### src/rtl/uart_txq_if.sv
// Bundles the enqueue side and the UART transmitter side of uart_txq.
// slave is the queue itself; master is whatever drives it.
interface uart_txq_if;
  logic [7:0] wr_data;
  logic       wr_en;
  logic       full;
  logic       empty;
  logic       overflow;
  logic       clr_ovf;
  logic [7:0] tx_din;
  logic       tx_send;
  logic       tx_busy;

  modport slave (
    input  wr_data, wr_en, clr_ovf, tx_busy,
    output full, empty, overflow, tx_din, tx_send
  );

  modport master (
    output wr_data, wr_en, clr_ovf, tx_busy,
    input  full, empty, overflow, tx_din, tx_send
  );
endinterface

### src/rtl/uart_txq.sv
// Byte FIFO feeding a UART transmitter through a send/busy handshake.
// Optional drop counter enabled by defining UART_TXQ_DROPCNT_EN.
module uart_txq #(
  parameter int AWidth = 4
) (
  input  logic            clk,
  input  logic            reset,
  uart_txq_if.slave       bus,
`ifdef UART_TXQ_DROPCNT_EN
  output logic [7:0]      drop_count,
`endif
  output logic [1:0]      dbg_state,
  output logic [AWidth:0] dbg_count
);

  localparam int Depth = 1 << AWidth;
  localparam logic [AWidth:0] DepthC = (AWidth + 1)'(Depth);

  typedef enum logic [1:0] {
    IDLE = 2'd0,
    REQ  = 2'd1,
    WAIT = 2'd2
  } state_t;

  state_t              state, state_nxt;
  logic                load;
  logic [7:0]          mem [Depth];
  logic [AWidth-1:0]   wr_ptr, rd_ptr;
  logic [AWidth:0]     count;
  logic [7:0]          tx_din_q;
  logic                overflow_q;
  logic                full_w, empty_w;
  logic                wr_acc, wr_drop, pop;

  assign full_w  = (count == DepthC);
  assign empty_w = (count == '0);
  assign wr_acc  = bus.wr_en && !full_w;
  assign wr_drop = bus.wr_en && full_w;
  // Handshake: tx_send rises with tx_din valid and holds until the transmitter
  // answers with tx_busy=1; that sampled edge is the one and only pop.
  assign pop     = (state == REQ) && bus.tx_busy;

  always_ff @(posedge clk) begin
    if (wr_acc) mem[wr_ptr] <= bus.wr_data;
  end

  always_ff @(posedge clk or posedge reset) begin
    if (reset) begin
      wr_ptr <= '0;
      rd_ptr <= '0;
      count  <= '0;
    end else begin
      if (wr_acc) wr_ptr <= wr_ptr + AWidth'(1);
      if (pop)    rd_ptr <= rd_ptr + AWidth'(1);
      if (wr_acc && !pop)      count <= count + (AWidth + 1)'(1);
      else if (!wr_acc && pop) count <= count - (AWidth + 1)'(1);
    end
  end

  always_ff @(posedge clk or posedge reset) begin
    if (reset) overflow_q <= 1'b0;
    else if (bus.clr_ovf) overflow_q <= 1'b0;
    else if (wr_drop)     overflow_q <= 1'b1;
  end

`ifdef UART_TXQ_DROPCNT_EN
  always_ff @(posedge clk or posedge reset) begin
    if (reset) drop_count <= 8'h00;
    else if (bus.clr_ovf) drop_count <= 8'h00;
    else if (wr_drop && drop_count != 8'hFF) drop_count <= drop_count + 8'h01;
  end
`endif

  always_ff @(posedge clk or posedge reset) begin
    if (reset) begin
      state    <= IDLE;
      tx_din_q <= 8'h00;
    end else begin
      state <= state_nxt;
      if (load) tx_din_q <= mem[rd_ptr];
    end
  end

  always_comb begin
    state_nxt = state;
    load      = 1'b0;
    case (state)
      IDLE: if (!empty_w && !bus.tx_busy) begin
        state_nxt = REQ;
        load      = 1'b1;
      end
      REQ:  if (bus.tx_busy)  state_nxt = WAIT;
      WAIT: if (!bus.tx_busy) state_nxt = IDLE;
      default: state_nxt = IDLE;
    endcase
  end

  assign bus.full     = full_w;
  assign bus.empty    = empty_w;
  assign bus.overflow = overflow_q;
  assign bus.tx_din   = tx_din_q;
  assign bus.tx_send  = (state == REQ);
  assign dbg_state    = state;
  assign dbg_count    = count;

endmodule

### src/flat_wrapper.sv
// flat-port wrapper written by rule: the top's interface ports become plain ports
module uart_txq_flat 
#(
  parameter int AWidth = 4
)
  (clk, reset, dbg_state, dbg_count, bus_wr_data, bus_wr_en, bus_clr_ovf, bus_tx_busy, bus_full, bus_empty, bus_overflow, bus_tx_din, bus_tx_send);
  uart_txq_if bus_i ();
  input  logic clk;
  input  logic reset;
  output logic [1:0] dbg_state;
  output logic [AWidth:0] dbg_count;
  input wire logic [$bits(bus_i.wr_data)-1:0] bus_wr_data;
  input wire logic [$bits(bus_i.wr_en)-1:0] bus_wr_en;
  input wire logic [$bits(bus_i.clr_ovf)-1:0] bus_clr_ovf;
  input wire logic [$bits(bus_i.tx_busy)-1:0] bus_tx_busy;
  output wire logic [$bits(bus_i.full)-1:0] bus_full;
  output wire logic [$bits(bus_i.empty)-1:0] bus_empty;
  output wire logic [$bits(bus_i.overflow)-1:0] bus_overflow;
  output wire logic [$bits(bus_i.tx_din)-1:0] bus_tx_din;
  output wire logic [$bits(bus_i.tx_send)-1:0] bus_tx_send;
  assign bus_i.wr_data = bus_wr_data;
  assign bus_i.wr_en = bus_wr_en;
  assign bus_i.clr_ovf = bus_clr_ovf;
  assign bus_i.tx_busy = bus_tx_busy;
  assign bus_full = bus_i.full;
  assign bus_empty = bus_i.empty;
  assign bus_overflow = bus_i.overflow;
  assign bus_tx_din = bus_i.tx_din;
  assign bus_tx_send = bus_i.tx_send;
  uart_txq #(.AWidth(AWidth)) u_core (.clk(clk), .reset(reset), .bus(bus_i), .dbg_state(dbg_state), .dbg_count(dbg_count));
endmodule
### config.mk
export PLATFORM = sky130hd
export DESIGN_NAME = uart_txq_flat
export DESIGN_NICKNAME = d
export VERILOG_FILES = /design/src/rtl/uart_txq_if.sv /design/src/rtl/uart_txq.sv /design/src/flat_wrapper.sv
export SDC_FILE = /design/constraint.sdc
export NUM_CORES = 1
export LEC_CHECK = 0
export ABC_AREA = 1
export CORE_MARGIN = 5
export CORE_UTILIZATION = 55
export CTS_BUF_LIST = sky130_fd_sc_hd__clkbuf_4 sky130_fd_sc_hd__clkbuf_8
export DETAILED_ROUTE_END_ITERATION = 10
export PLACE_DENSITY = 0.78
export SYNTH_ARGS = -nofsm -noshare
export SYNTH_HDL_FRONTEND = slang
export SYNTH_SLANG_ARGS = --single-unit
### constraint.sdc
create_clock -name clk -period 3.07 [get_ports clk]
set_input_delay 0.614 -clock clk [delete_from_list [all_inputs] [get_ports clk]]
set_output_delay 0.614 -clock clk [all_outputs]
set_load 0.02 [all_outputs]
==> qor.csv, run 1 <==
stage,metric,value,unit
outcome,outcome,completed,
final_layout,Layout area overhead,13.6,%
timing,Worst Skew,9.15,ps
final_layout,Nets,732,
timing,Tightest Pin Transition,912,ps
place,Final Wtd Congestion,0.939,
final_layout,cell area after layout,0.00769,mm2
route,post-route ant nets,0,
global_routing,vias in the first global route,4427,
clock_tree,Hold Buf Count CTS,0,
clock_tree,H-tree depth,4,
timing,RSZ-0062 raised after global routing,no,
global_routing,largest net degree at the start of global routing,66,
critical_path,Worst setup EP type,flop,
floorplanning,die area,0.0146,mm2
clock_tree,post-CTS setup buffers,0,
final_layout,"commonest cells after routing, fill and taps aside","nand2_1, edfxtp_1, inv_1",
synthesis,Mapped Cells,670,
floorplanning,Rows,40,
clock_tree,Sink Count,152,
critical_path,Worst path top cell family by delay,simple AND/OR/NAND/NOR gates,
timing,final hold viol count,0,
timing,Final setup viols,0,
run,Max Cap Viol,0,
critical_path,critical path's largest stage delay,430,ps
power_and_ir_drop,worst vdd ir,576,uV
route,total number of vias,4669,
place,number of port buffers,31,
place,DP Area,0.00723,mm2
clock_tree,clock root buffer,clkbuf_8,
synthesis,synth unique cells,24,
critical_path,critical path cell sequence,nor2_1 > nand3_1 > inv_1 > nand2_1 > nand2_2 > inv_2 > ha_1 > inv_1 > ha_1 > nand2_1 > nand2_1 > a21oi_1 > xor2_1 > nand2_1 > nand2_1,
synthesis,top_reg_cell synth,edfxtp_1,
power_and_ir_drop,Pleak,3.42,nW
synthesis,asr flop ratio synth,15.8,%
timing,final setup TNS,0,ps
clock_tree,CTS Buf Count,17,
timing,fin crit period,2600,ps
power_and_ir_drop,power density over cell area,928,mW/mm2
route,TritonRoute pass-1 iters,5,
floorplanning,chip width,121,um
global_routing,global-route wire length before repair,23400,um
critical_path,"critical path fanouts, max",15,
synthesis,"Seq/Total Area, Yosys",65.7,%
timing,Max Freq,0.385,GHz
synthesis,#FFs+latches synth,152,
critical_path,type of origin of the critical path,flop,
clock_tree,CTS tree,done,
clock_tree,Worst-Skew Late Latency,450,ps
final_layout,Ant. Diodes,0,
route,"wirelength, routed",14800,um
floorplanning,Die Y,121,um
critical_path,CP most frequent cell,nand2_1,
synthesis,leading area contributor after synthesis,edfxtp_1,
synthesis,number of enable flip-flop cells after synthesis,128,
synthesis,mapped cell area,0.00676,mm2
route,DR vias/cell,5.37,
final_layout,"most common cell after layout, fill and taps aside",nand2_1,
critical_path,critical path class,flop to flop,
critical_path,"Slowest-stage cell, CP",dfrtp_1,
critical_path,Worst Path Arrival,2980,ps
place,post-DP HPWL,9660,um
route,Post-route DRC,0,
clock_tree,"Reg clk slew, reported paths",80,ps
global_routing,GRT Overall Usage,21.3,%
floorplanning,total core area,0.0120,mm2
route,drt wl/cell,17.0,um
route,DRT iter0 DRCs,598,
synthesis,"top cells by area, synth","edfxtp_1, nand2_1, dfrtp_1",
critical_path,Critical Path RT,3450,ps
timing,final period utilization,84.7,%
final_layout,fraction of layout cells with a size suffix above 1,7.62,%
timing,slew margin rel.,39.1,%
timing,fin. max-slew vios,0,
synthesis,syn_nets,693,
clock_tree,CTS resizes,0,
clock_tree,Clock Tree Buf Depth,2,
global_routing,total grt overflow,0,
critical_path,worst path bufs/invs,3,
global_routing,antenna violations before repair,0,
synthesis,syn avg cell area,10.1,um2
floorplanning,Initial Util,56.3,%
synthesis,Yosys top cell area share,56.8,%
worst_hold_path,Hold Path Class,flop to flop,
floorplanning,# IOs,32,
synthesis,Syn. warnings,0,
[layer usage]
metal | vias up | share of wire (%) | GRT usage [%]
met5 | - | 0 | 0
met1 | 2201 | 42 | 29.0
met2 | 217 | 49 | 34.2
met4 | 0 | 1.9 | 7.08
li1 | 2226 | - | -
met3 | 25 | 7.7 | 4.57
[worst reg2reg max path: stages (launching register included)]
cell and delay (ps):
dfrtp_1 430, nor2_1 140, nand3_1 110, inv_1 100, nand2_1 80, nand2_2 250, inv_2 100, ha_1 250
inv_1 140, ha_1 260, nand2_1 100, nand2_1 60, a21oi_1 180, xor2_1 210, nand2_1 80, nand2_1 70
[area by class of cell]
type / instances / area, um2
Timing Repair Buffer: 46 / 435
Fill cell: 921 / 4330
Multi-Input combinational cell: 369 / 1700
Sequential cell: 152 / 4450
Tap cell: 147 / 184
Clock inverter: 12 / 199
Inverter: 123 / 462
Clock buffer: 20 / 256
[stage by stage]
step | setup WS, ps | hold WS, ps | std cells | power (W) | util [%]
finish | 470 | 482 | 869 | 0.00713 | 64.0
global route | 299 | 502 | 869 | 0.00757 | 64.0
CTS | 478 | 486 | 869 | 0.00714 | 64.0
detailed placement | 266 | 466 | 837 | 0.00543 | 60.2
global placement | 441 | 464 | 837 | 0.00533 | 60.2
floorplan | 761 | 483 | 670 | 0.00460 | -
[Yosys cell counts (all sizes together), types with 2 or more instances]
cell type and n:
inv 123, nor3 13, ha 9, nand3 101, xor2 8, nor2 11
o21ai 2, buf 25, edfxtp 128, dfrtp 24, a21oi 4, nand2 215
[cell families after synthesis]
kind of cell	count (synthesis)	synth area share [%]
adder cells (fa/ha/maj)	10	1.96
AND/OR/NAND/NOR	341	21.3
buffers and inverters	149	9.10
AO/OA/AOI/OAI	9	0.759
XOR/XNOR	9	1.17
flip-flops	152	65.7
[state kept, by name, indices dropped and copies added, names as in the netlist]
| register | cells |
|---|---|
| u_core.rd_ptr | 4 |
| u_core.bus.overflow | 1 |
| u_core.wr_ptr | 4 |
| u_core.bus.tx_din | 8 |
| u_core.dbg_count | 5 |
| u_core.dbg_state | 2 |
| u_core.mem | 128 |
[final timing paths]
check | startpoint | end | slack [ps] | depth (start not counted)
max | u_core.dbg_count[3] | u_core.dbg_count[4] | 470 | 15
min | u_core.bus.tx_din[5] | u_core.bus.tx_din[5] | 480 | 2
max reg2reg | u_core.dbg_count[3] | u_core.dbg_count[4] | 470 | 15
min reg2reg | u_core.bus.tx_din[5] | u_core.bus.tx_din[5] | 480 | 2
max in group asynchronous | reset | u_core.rd_ptr[0] | 1790 | 2
min in group asynchronous | reset | u_core.dbg_state[0] | 670 | 2
[power breakdown]
part           internal [W]  switching [W]  total (W)
Sequential          0.00257       0.000220    0.00279
Clock              0.000993       0.000717    0.00171
Combinational      0.000875        0.00176    0.00264
(Power assumes the default switching activity.)
==> run 2: changes to the inputs <==
==> constraint.sdc (replaced) <==
create_clock -name clk -period 2.6 [get_ports clk]
set_input_delay 0.52 -clock clk [delete_from_list [all_inputs] [get_ports clk]]
set_output_delay 0.52 -clock clk [all_outputs]
set_load 0.02 [all_outputs]
==> qor.csv, run 2 (same netlist as run 1, synthesis figures left out) <==
stage,metric,value,unit,change
critical_path,"Slowest-stage cell, CP",clkdlybuf4s50_1,,
critical_path,type of origin of the critical path,flop,,
floorplanning,chip width,121,um,unchanged
timing,fin crit period,2450,ps,
critical_path,Worst setup EP type,primary output,,
outcome,outcome,completed,,
global_routing,antenna violations before repair,0,,unchanged
place,number of port buffers,31,,unchanged
critical_path,"critical path fanouts, max",4,,-11
clock_tree,CTS tree,done,,
power_and_ir_drop,power density over cell area,1060,mW/mm2,+14%
timing,Final setup viols,0,,unchanged
final_layout,"non-filler cells, final",878,,+1.0%
power_and_ir_drop,Comb power frac,39.2,%,+2.2 points
clock_tree,Clock Tree Buf Depth,2,,unchanged
critical_path,critical path cell sequence,nor2_1 > nand3_1 > inv_1 > nand2_1 > inv_1 > clkdlybuf4s50_1,,
final_layout,Layout area overhead,13.4,%,
power_and_ir_drop,worst vdd ir,614,uV,+6.6%
floorplanning,Die Y,121,um,unchanged
place,post-DP HPWL,9660,um,about the same
final_layout,"most common cell after layout, fill and taps aside",nand2_1,,
final_layout,Largest Register,u_core.mem,,
run,Max Cap Viol,0,,unchanged
final_layout,fraction of layout cells with a size suffix above 1,8.62,%,+1.0 points
clock_tree,Sink Count,152,,unchanged
final_layout,fillcell total,961,,+4.3%
final_layout,"commonest cells after routing, fill and taps aside","nand2_1, edfxtp_1, inv_1",,
route,DRT iter0 DRCs,553,,-7.5%
floorplanning,Rows,40,,unchanged
route,total number of vias,4691,,+0.47%
final_layout,Ant. Diodes,0,,unchanged
clock_tree,H-tree depth,4,,unchanged
global_routing,GRT Overall Usage,21.3,%,about the same
global_routing,vias in the first global route,4716,,+6.5%
floorplanning,die area,0.0146,mm2,unchanged
timing,final period utilization,94.2,%,
floorplanning,Initial Util,56.3,%,unchanged
clock_tree,CTS resizes,0,,unchanged
clock_tree,post-CTS setup buffers,0,,unchanged
clock_tree,Worst-Skew Late Latency,450,ps,about the same
global_routing,total grt overflow,0,,unchanged
route,TritonRoute pass-1 iters,5,,unchanged
clock_tree,"Reg clk slew, reported paths",80,ps,about the same
route,DR vias/cell,5.34,,-0.56%
timing,RSZ-0062 raised after global routing,no,,
critical_path,critical path's largest stage delay,600,ps,+170 ps
critical_path,Critical Path RT,2080,ps,-1370 ps
critical_path,Worst Path Arrival,1930,ps,-1050 ps
timing,Tightest Pin Transition,792,ps,-120 ps
power_and_ir_drop,Pint,0.00497,W,+12%
power_and_ir_drop,Clk network pwr share,20.7,%,-3.3 points
critical_path,critical path class,flop to primary output,,
timing,Worst Skew,9.97,ps,+0.817 ps
power_and_ir_drop,share of power burned in registers,40.1,%,+1.0 points
timing,Max Freq,0.408,GHz,
global_routing,global-route wire length before repair,23400,um,+0.12%
power_and_ir_drop,switching power of the nets,0.00315,W,+17%
route,"wirelength, routed",14500,um,-1.8%
place,Post-Place Cells,846,,+1.1%
power_and_ir_drop,Sw Share,38.8,%,+1.0 points
timing,final setup TNS,0,ps,unchanged
clock_tree,clock root buffer,clkbuf_8,,
route,Post-route DRC,0,,unchanged
final_layout,Nets,741,,+1.2%
clock_tree,Hold Buf Count CTS,0,,unchanged
critical_path,CP most frequent cell,inv_1,,
route,post-route ant nets,0,,unchanged
route,drt wl/cell,16.5,um,-2.8%
place,Final Wtd Congestion,0.887,,-5.5%
timing,slew margin rel.,47.1,%,+7.9 points
timing,fin. max-slew vios,0,,unchanged
final_layout,Largest register FFs,128,,unchanged
timing,final hold viol count,0,,unchanged
floorplanning,# IOs,32,,unchanged
worst_hold_path,Hold Path Class,input port to asynchronous set/reset pin,,
clock_tree,CTS Buf Count,17,,unchanged
global_routing,largest net degree at the start of global routing,66,,unchanged
floorplanning,total core area,0.0120,mm2,unchanged
power_and_ir_drop,Pleak,3.43,nW,+0.36%
[run 2: cell count changes in the layout (fill, tap and decap cells not counted), sizes merged]
cell,change
buf,+9
bufinv,-3
clkbuf,+1
clkinv,+3
inv,-1
[run 2: worst paths after layout]
path                            depth (start not counted)                   end  slack (ps)                  from
worst max register to register                         12   u_core.dbg_count[4]         340   u_core.dbg_state[0]
worst min register to register                          2  u_core.bus.tx_din[2]         480  u_core.bus.tx_din[2]
min in group clk                                        2  u_core.bus.tx_din[2]         480  u_core.bus.tx_din[2]
max in group asynchronous                               3      u_core.rd_ptr[0]        1660                 reset
worst max-delay path                                    6             bus_empty         150   u_core.dbg_count[2]
worst min-delay path                                    2   u_core.dbg_state[0]         390                 reset
[run 2: metal layers]
metal / vias to the layer above / part of all wire [%] / global-route usage (%)
li1: 2241 / - / -
met1: 2228 / 42 / 27.2
met5: - / 0 / 0
met2: 189 / 49 / 35.4
met3: 33 / 6.7 / 4.20
met4: 0 / 2.5 / 9.28
[run 2: through the flow]
| stage | hold WS [ps] | setup slack [ps] | area [um2] | total power [W] | util, % |
|---|---|---|---|---|---|
| 2_1_floorplan | 483 | 291 | 6760 | 0.00543 | - |
| 5_1_grt | 421 | 54.6 | 7670 | 0.00864 | 63.8 |
| 3_3_place_gp | 464 | 217 | 7300 | 0.00633 | 60.8 |
| 6_report | 389 | 150 | 7670 | 0.00812 | 63.8 |
| 4_1_cts | 378 | 142 | 7670 | 0.00812 | 63.8 |
| 3_5_place_dp | 469 | 90.5 | 7300 | 0.00644 | 60.8 |
[run 2: cell type report]
cell class,count,area [um2],area share [%]
multi-input combinational,369,1700,22.2
sequential,152,4450,58.0
inverter,123,462,6.02
clock buffer,21,264,3.44
tap,147,184,2.40
timing repair buffer,55,503,6.56
clock inverter,11,106,1.39
[run 2: power by group through the flow]
stage / clock [W] / combinational (W) / sequential, W
global placement: 0 / 0.00305 / 0.00328
floorplan: 0 / 0.00206 / 0.00337
global route: 0.00182 / 0.00353 / 0.00329
finish: 0.00168 / 0.00318 / 0.00326
CTS: 0.00171 / 0.00316 / 0.00325
detailed placement: 0 / 0.00314 / 0.00330
[run 2: critical path: cells and delay by family (launching register included)]
family | cells | cell delay [ps]
flip-flops | 1 | 420
buffers and inverters | 3 | 750
AND/OR/NAND/NOR | 3 | 320
==> run 3: changes to the inputs <==
--- a/config.mk
+++ b/config.mk
@@ -6,6 +6,7 @@
 export NUM_CORES = 1
 export LEC_CHECK = 0
 export ABC_AREA = 1
+export ABC_CLOCK_PERIOD_IN_PS = 2600
 export CORE_MARGIN = 5
 export CORE_UTILIZATION = 55
 export CTS_BUF_LIST = sky130_fd_sc_hd__clkbuf_4 sky130_fd_sc_hd__clkbuf_8
==> results of run 3 <==
Same layout as run 2: the final DEF is identical, and so are final timing and power.
